==> config.mk <==
export PLATFORM = sky130hd
export DESIGN_NAME = fg_prog_sequencer
export DESIGN_NICKNAME = d
export VERILOG_FILES = /design/src/rtl/fg_prog_sequencer.sv
export SDC_FILE = /design/constraint.sdc
export NUM_CORES = 1
export LEC_CHECK = 0
export BUFFER_PORTS_ARGS = -buffer_cell sky130_fd_sc_hd__buf_2
export CORE_MARGIN = 2
export CORE_UTILIZATION = 50
export CTS_BUF_LIST = sky130_fd_sc_hd__clkbuf_16
export DETAILED_ROUTE_END_ITERATION = 6
export PLACE_DENSITY = 0.72
export SYNTH_ARGS = -nofsm -noshare
export SYNTH_HDL_FRONTEND = slang
export SYNTH_SLANG_ARGS = --single-unit
==> constraint.sdc <==
create_clock -name i_clk -period 4.9 [get_ports i_clk]
set_clock_uncertainty 0.2 [all_clocks]
set_input_delay 0 -clock i_clk [delete_from_list [all_inputs] [get_ports i_clk]]
set_output_delay 0 -clock i_clk [all_outputs]
set_load 0.01 [all_outputs]
==> src/rtl/fg_prog_sequencer.sv <==
// Floating-gate programming sequencer for one analog island.
// Runs setup, pulse train and teardown, then returns the island to RUN.
module fg_prog_sequencer #(
    parameter int DRAIN_BITS = 5,
    parameter int GATE_BITS  = 2,
    parameter int CNT_W      = 8,
    parameter int SETTLE_CYC = 16,
    parameter int PULSE_CYC  = 100,
    parameter int GAP_CYC    = 20
) (
    input  logic                  i_clk,
    input  logic                  i_rst,
    input  logic                  i_cmd_valid,
    output logic                  o_cmd_ready,
    input  logic [DRAIN_BITS-1:0] i_cmd_drain,
    input  logic [GATE_BITS-1:0]  i_cmd_gate,
    input  logic [CNT_W-1:0]      i_cmd_pulses,
    input  logic                  i_abort,
    output logic                  o_prog,
    output logic                  o_run,
    output logic                  o_vgsel,
    output logic [GATE_BITS-1:0]  o_gate_b,
    output logic                  o_gate_enable,
    output logic [DRAIN_BITS-1:0] o_drain_b,
    output logic                  o_drain_enable,
    output logic                  o_busy,
    output logic                  o_done,
    output logic                  o_aborted,
    output logic [CNT_W-1:0]      o_pulses_done
);

    typedef enum logic [2:0] {
        S_IDLE,
        S_ENTER,
        S_GATE_ON,
        S_PULSE,
        S_GAP,
        S_GATE_OFF,
        S_EXIT
    } state_t;

    localparam logic [CNT_W-1:0] L_SETTLE = CNT_W'(SETTLE_CYC - 1);
    localparam logic [CNT_W-1:0] L_PULSE  = CNT_W'(PULSE_CYC - 1);
    localparam logic [CNT_W-1:0] L_GAP    = CNT_W'(GAP_CYC - 1);

    state_t                r_state;
    logic [CNT_W-1:0]      r_cnt;
    logic                  r_bbm;
    logic [CNT_W-1:0]      r_npulses;
    logic [CNT_W-1:0]      r_pulses_done;
    logic                  r_ready;
    logic                  r_prog;
    logic                  r_run;
    logic                  r_vgsel;
    logic [GATE_BITS-1:0]  r_gate_b;
    logic                  r_gate_en;
    logic [DRAIN_BITS-1:0] r_drain_b;
    logic                  r_drain_en;
    logic                  r_busy;
    logic                  r_done;
    logic                  r_aborted;

    logic                  w_expired;
    logic                  w_abort;
    logic [CNT_W-1:0]      w_pulses_next;

    assign w_expired     = (r_cnt == '0);
    assign w_pulses_next = r_pulses_done + 1'b1;
    assign w_abort       = i_abort &&
                           (r_state == S_ENTER || r_state == S_GATE_ON ||
                            r_state == S_PULSE || r_state == S_GAP);

    always_ff @(posedge i_clk) begin
        if (i_rst) begin
            r_state       <= S_IDLE;
            r_cnt         <= '0;
            r_bbm         <= 1'b0;
            r_npulses     <= '0;
            r_pulses_done <= '0;
            r_ready       <= 1'b1;
            r_prog        <= 1'b0;
            r_run         <= 1'b1;
            r_vgsel       <= 1'b0;
            r_gate_b      <= '0;
            r_gate_en     <= 1'b0;
            r_drain_b     <= '0;
            r_drain_en    <= 1'b0;
            r_busy        <= 1'b0;
            r_done        <= 1'b0;
            r_aborted     <= 1'b0;
        end else begin
            r_done <= 1'b0;
            if (r_state == S_IDLE) begin
                if (i_cmd_valid) begin
                    r_drain_b     <= i_cmd_drain;
                    r_gate_b      <= i_cmd_gate;
                    r_npulses     <= i_cmd_pulses;
                    r_pulses_done <= '0;
                    r_aborted     <= 1'b0;
                    r_run         <= 1'b0;
                    r_ready       <= 1'b0;
                    r_busy        <= 1'b1;
                    r_bbm         <= 1'b1;
                    r_cnt         <= L_SETTLE;
                    r_state       <= S_ENTER;
                end
            end else if (w_abort) begin
                // abort wins over a pulse expiring on the same edge
                r_state    <= S_GATE_OFF;
                r_drain_en <= 1'b0;
                r_gate_en  <= 1'b0;
                r_aborted  <= 1'b1;
                r_bbm      <= 1'b0;
                r_cnt      <= L_SETTLE;
            end else begin
                unique case (r_state)
                    S_ENTER: begin
                        if (r_bbm) begin
                            r_bbm   <= 1'b0;
                            r_prog  <= 1'b1;
                            r_vgsel <= 1'b1;
                        end else if (w_expired) begin
                            r_state   <= S_GATE_ON;
                            r_gate_en <= 1'b1;
                            r_cnt     <= L_SETTLE;
                        end else begin
                            r_cnt <= r_cnt - 1'b1;
                        end
                    end
                    S_GATE_ON: begin
                        if (!w_expired) begin
                            r_cnt <= r_cnt - 1'b1;
                        end else if (r_npulses == '0) begin
                            r_state   <= S_GATE_OFF;
                            r_gate_en <= 1'b0;
                            r_cnt     <= L_SETTLE;
                        end else begin
                            r_state    <= S_PULSE;
                            r_drain_en <= 1'b1;
                            r_cnt      <= L_PULSE;
                        end
                    end
                    S_PULSE: begin
                        if (!w_expired) begin
                            r_cnt <= r_cnt - 1'b1;
                        end else begin
                            r_drain_en <= 1'b0;
                            if (r_pulses_done != r_npulses)
                                r_pulses_done <= w_pulses_next;
                            if (w_pulses_next == r_npulses) begin
                                r_state   <= S_GATE_OFF;
                                r_gate_en <= 1'b0;
                                r_cnt     <= L_SETTLE;
                            end else begin
                                r_state <= S_GAP;
                                r_cnt   <= L_GAP;
                            end
                        end
                    end
                    S_GAP: begin
                        if (w_expired) begin
                            r_state    <= S_PULSE;
                            r_drain_en <= 1'b1;
                            r_cnt      <= L_PULSE;
                        end else begin
                            r_cnt <= r_cnt - 1'b1;
                        end
                    end
                    S_GATE_OFF: begin
                        if (w_expired) begin
                            r_state <= S_EXIT;
                            r_prog  <= 1'b0;
                            r_vgsel <= 1'b0;
                            r_cnt   <= L_SETTLE;
                        end else begin
                            r_cnt <= r_cnt - 1'b1;
                        end
                    end
                    S_EXIT: begin
                        if (w_expired) begin
                            r_state   <= S_IDLE;
                            r_run     <= 1'b1;
                            r_gate_b  <= '0;
                            r_drain_b <= '0;
                            r_done    <= 1'b1;
                            r_busy    <= 1'b0;
                            r_ready   <= 1'b1;
                        end else begin
                            r_cnt <= r_cnt - 1'b1;
                        end
                    end
                    S_IDLE: begin
                    end
                endcase
            end
        end
    end

    assign o_cmd_ready    = r_ready;
    assign o_prog         = r_prog;
    assign o_run          = r_run;
    assign o_vgsel        = r_vgsel;
    assign o_gate_b       = r_gate_b;
    assign o_gate_enable  = r_gate_en;
    assign o_drain_b      = r_drain_b;
    assign o_drain_enable = r_drain_en;
    assign o_busy         = r_busy;
    assign o_done         = r_done;
    assign o_aborted      = r_aborted;
    assign o_pulses_done  = r_pulses_done;

endmodule

### Word-level counts from Yosys, hierarchy flattened

Cells that the tools add are included.

| storage, ports and cells | value |
|---|---|
| bits in registers | 42 |
| word-level logic and storage cells | 145 |

| operators by class | value |
|---|---|
| add/subtract/negate cells | 2 |
| equal/unequal tests | 28 |
| multiplexer cells | 70 |
| bitwise gates (word level) | 3 |
| reduce and logical (&&, ||, !) cells | 28 |

Operators with widths:

| kind | count |
|---|---|
| $mux W8 | 15 |
| $pmux W8 S6 | 1 |
| $mux W3 | 11 |
| $mux W5 | 6 |
| $mux W1 | 27 |
| $ne A4 B3 Y1 const B | 5 |
| $ne A3 B3 Y1 const B | 6 |
| $pmux W3 S6 | 1 |
| $logic_not A8 Y1 | 2 |
| $ne A4 B4 Y1 const B | 3 |
| $reduce_bool A2 Y1 | 6 |
| $mux W2 | 5 |
| $reduce_and A5 Y1 | 2 |
| $eq A3 B3 Y1 const B | 3 |
| $reduce_and A9 Y1 | 1 |
| $add A8 B1 Y8 const B | 1 |
| $eq A8 B8 Y1 | 1 |
| $ne A8 B8 Y1 | 1 |
| $reduce_and A4 Y1 | 2 |
| $reduce_and A8 Y1 | 1 |
| $reduce_bool A4 Y1 | 2 |
| $reduce_bool A8 Y1 | 1 |
| $sub A8 B1 Y8 const B | 1 |
| $mux W7 | 1 |
| other kinds (15) | 26 |

### Logic depth before layout (Yosys ltp)

| depth | value |
|---|---|
| depth after elaboration | 7 |
| mapped depth | 9 |
| depth with buffers taken out | 8 |

### Worst setup path before layout

Ideal clock, no wire load.

| timing path | value |
|---|---|
| kind | register to register |
| from | register r_cnt[0] |
| to | register r_drain_b[0], in the netlist o_drain_b[0] |
| arrival | 1.790 ns |
| slack | 2.782 ns |
| cell stages (with the launch flop) | 10 |
| buffers on the path | 1 |
| period minus slack after synthesis | 2.118 ns |
| cell sequence | dfxtp_1 inv_1 ha_1 or4b_4 nor2_4 nand3_1 a21o_1 buf_2 a22oi_1 nor2_1 |

| on the way | value |
|---|---|
| word-level cells in the longest chain between the ends | 3 |

Ends and longest elaborated chain:

| element | RTL line | source |
|---|---|---|
| from (decl) | 47 | `logic [CNT_W-1:0] r_cnt;` |
| from (signal assigned) | 127 | `r_cnt <= r_cnt - 1'b1;` |
| from (signal assigned) | 132 | `r_cnt <= r_cnt - 1'b1;` |
| from (signal assigned) | 145 | `r_cnt <= r_cnt - 1'b1;` |
| $logic_not A8 Y1 | 67 | `assign w_expired = (r_cnt == '0);` |
| $reduce_bool A2 Y1 (no line) | -- |  |
| $reduce_and A4 Y1 (no line) | -- |  |
| to (signal assigned) | 95 | `r_drain_b <= i_cmd_drain;` |
| to (decl) | 57 | `logic [DRAIN_BITS-1:0] r_drain_b;` |

Every way passes these cells.
A chain may end at the register's enable or synchronous reset.

### Final worst setup path

| timing path | value |
|---|---|
| from | register r_state[0] |
| to | register r_cnt[3] |

| on the way | value |
|---|---|
| word-level cells in the longest chain between the ends | 7 |
| elaborated cells on any way between the ends | 19 |
| classes of those cells | 9 x eq/ne; 3 x mux; 7 x reduce/logical |

Ends and longest elaborated chain:

| element | RTL line | source |
|---|---|---|
| from (decl) | 46 | `state_t r_state;` |
| from (signal assigned) | 75 | `r_state <= S_IDLE;` |
| from (signal assigned) | 105 | `r_state <= S_ENTER;` |
| from (signal assigned) | 109 | `r_state <= S_GATE_OFF;` |
| $eq A3 B1 Y1 or $eq A3 B2 Y1 (tied branches) | 70, 116 |  |
| $logic_or A1 B1 Y1 (2 in a row) | 70 | `(r_state == S_ENTER \|\| r_state == S_GATE_ON \|\|` |
| $logic_or A1 B1 Y1 | 71 | `r_state == S_PULSE \|\| r_state == S_GAP);` |
| $logic_and A1 B1 Y1 | 69 | `assign w_abort = i_abort &&` |
| $ne A4 B4 Y1 (no line), or another cell as far along | -- |  |
| $reduce_and A4 Y1 (no line) or $mux W8 (tied branches) | -- |  |

Parallel ways exist; a longest one is shown, timed or not.

==> metrics.txt <==
status=complete, no violations; Initial Util=52.0%; die area=5520 um2; post-DR vias/cell=5.82; slew margin rel.=46.9%; Routed WL=6.29 mm; TritonRoute pass-1 iters=4; Buffers on Ports=42; FILL cells=416; total power draw=1.49 mW; Routed met3 length=421 um; TritonCTS buffer count=5; Top Metal Used=met4; fmax=387 MHz; largest net degree at the start of global routing=39; Worst R2R Start=r_state[0]; leakage power=1.19 nW; Yosys top cell area share=34.0%; Core Region=4750 um2; Tcrit/Tclk final=52.7%; # IOs=43; Hold EP=o_gate_b[0]; Die Width=74.3 um; total global-route track usage=23.7%; Hold Crit Class=input pin to flop; PwrDens=500 nW/um2; WHS Path Cells=2; critical path class=flop to flop; sequential-to-total area share from yosys stat=34.0%; dominant cell type by area after synthesis=dfxtp_1; main area contributors after synthesis=dfxtp_1 34%, a21oi_1 5.5%, nor2_1 5.2%, nand2_1 5.0%, xor2_1 5.0%; most frequent cell after synthesis=dfxtp_1; placed cells=398; r2r worst-path depth=6; total grt overflow=0; footprint of the multi-input gates=1510 um2; cts hold-fix bufs=17; final core utilization=62.8%; number of global-route vias before repair=2080; RSZ-0062 raised after global routing=false; Mapped Cells=311; Finished Layout Cells=423; fin. max-slew vios=0; die outline height=74.3 um; Remaining DRCs=0; CP endpoint kind=flop; FF+latch count, synth=42; Yosys cell types=61; Slew @ Worst Pin=0.796 ns; async set or reset register ratio after synthesis=0%; yosys warns=0; # nets final=376; diode count=0; Area Growth Syn to Fin=20.8%; DRT antenna net count=0; Critical Path Fanout Max=27; WL met2=2.90 mm; Peak VDD IR=0.243 mV; Post-Syn Area=2470 um2; detailed placement HPWL=4.16 mm; synth cell count leaders=42 x dfxtp_1, 34 x nor2_1, 33 x nand2_1, 27 x a21oi_1, 15 x o21ai_0; Num Clock Sinks=42; Synth Flop Type=dfxtp_1; RD Place Congestion=1.01; post-synthesis net count=332; maximum capacitance violations=0; Setup TNS=0 ns; Worst-path clk slew=0.07 ns; Hold Path Origin=i_rst; clk buf depth=2; DRT iter0 DRCs=236; clock root cell=clkbuf_16; Req. time, crit path=4.89 ns; placed cell areas=2660 um2; setup bufs post-CTS=0; first-pass GRT wire length=10.1 mm; antenna violations before repair=0; Post-synth EDFFs=0; Core Rows=25; Mapped Avg Cell Area=7.95 um2; Layout Cell Area excl Fill=2990 um2; flop2flop setup slack=2.32 ns; average detailed-routed wire length per instance=14.9 um; critical path data arrival time=2.57 ns; H-Tree Depth=2; endpoints failing hold=0; CP Launch Type=flop; final setup violation count=0; register area=841 um2; Post-CTS Resized=0; worst reg2reg endpoint=r_cnt[3]; share of cells above drive strength 1=18.5%; M1 WL=2.91 mm; CTS tree=done; routed vias=2460; minimum clock period=2.58 ns; Skew-Pair Late Insertion Delay=0.29 ns
==> layout make-up <==
type	count	share of cell area [%]
Clock inverter	3	0.922
Inverter	6	0.754
Tap cell	67	2.81
Multi-Input combinational cell	241	50.4
Timing Repair Buffer	59	12.7
Sequential cell	42	28.2
Clock buffer	5	4.19
==> flip-flops by register name, summed over array words and instances, names as in the netlist, 2 cells and up <==
signal         flops
o_drain_b          5
r_state            3
r_cnt              8
o_gate_b           2
r_npulses          8
o_pulses_done      8
==> metal layers <==
metal	vias up	global-route usage, %
met5	-	0
met4	0	6.55
met3	8	5.96
met2	80	35.9
met1	1166	33.8
li1	1206	-
==> placed cells by master, fill, tap and decap left out, drive strengths merged, types with 3 or more instances in the layout <==
cell         netlist  routed
xor2              14      14
a21oi             29      29
a31oi              3       3
inv                6       8
dfxtp             42      42
and2               3       3
buf               10      42
o21a               3       3
o221ai             3       3
a22oi              7       7
nor3               8       8
a311oi             3       3
nor4               8       8
clkbuf            12       5
nand2             34      34
dlygate4sd3        0      17
nor2              36      36
o21ai             15      15
nand2b             6       6
nand4              3       3
or4                4       4
nand3             10      10
or3                4       4
nor2b              3       3
a21o               3       3
xnor2              5       5
nor3b              4       4
==> worst max-delay path: stages, from the launching register on <==
cell and delay, ns:
dfxtp_1 0.84, nand2b_1 0.20, a2111oi_4 0.64, nand2_1 0.20
o22ai_1 0.20, a311oi_1 0.07, o21a_1 0.14
==> logic make-up after synthesis <==
group | count (synthesis) | share of synthesized area, %
AO/OA/AOI/OAI | 85 | 23.7
adder cells (fa/ha/maj) | 2 | 1.01
flip-flops | 42 | 34.0
buffers and inverters | 28 | 5.06
AND/OR/NAND/NOR | 132 | 28.2
multiplexers | 3 | 1.32
XOR/XNOR | 19 | 6.73
==> where the power goes <==
part / switching (mW) / total, mW / leakage, nW / internal (mW)
clock network: 0.154 / 0.349 / 0.0723 / 0.194
registers: 0.110 / 0.518 / 0.343 / 0.408
logic: 0.362 / 0.628 / 0.774 / 0.266
==> per-stage QoR <==
step,setup slack [ns],hold WS [ns]
2_1_floorplan,2.78,-0.0640
6_report,2.32,0.0233
5_1_grt,2.13,0.0674
3_5_place_dp,2.38,0.0518
3_3_place_gp,2.40,0.0411
4_1_cts,2.36,0.0288
==> worst max-delay path by stage <==
stage          startpoint               end  slack (ns)  depth (start not counted)
6_report       r_state[0]          r_cnt[3]        2.32                          6
5_1_grt        r_state[0]  o_pulses_done[6]        2.13                          6
4_1_cts        r_state[0]  o_pulses_done[6]        2.36                          6
3_5_place_dp   r_state[0]          r_cnt[3]        2.38                          6
3_3_place_gp   r_state[0]          r_cnt[3]        2.40                          6
2_1_floorplan    r_cnt[0]      o_drain_b[0]        2.78                          9
No activity file was read; power rests on OpenSTA's default activity.
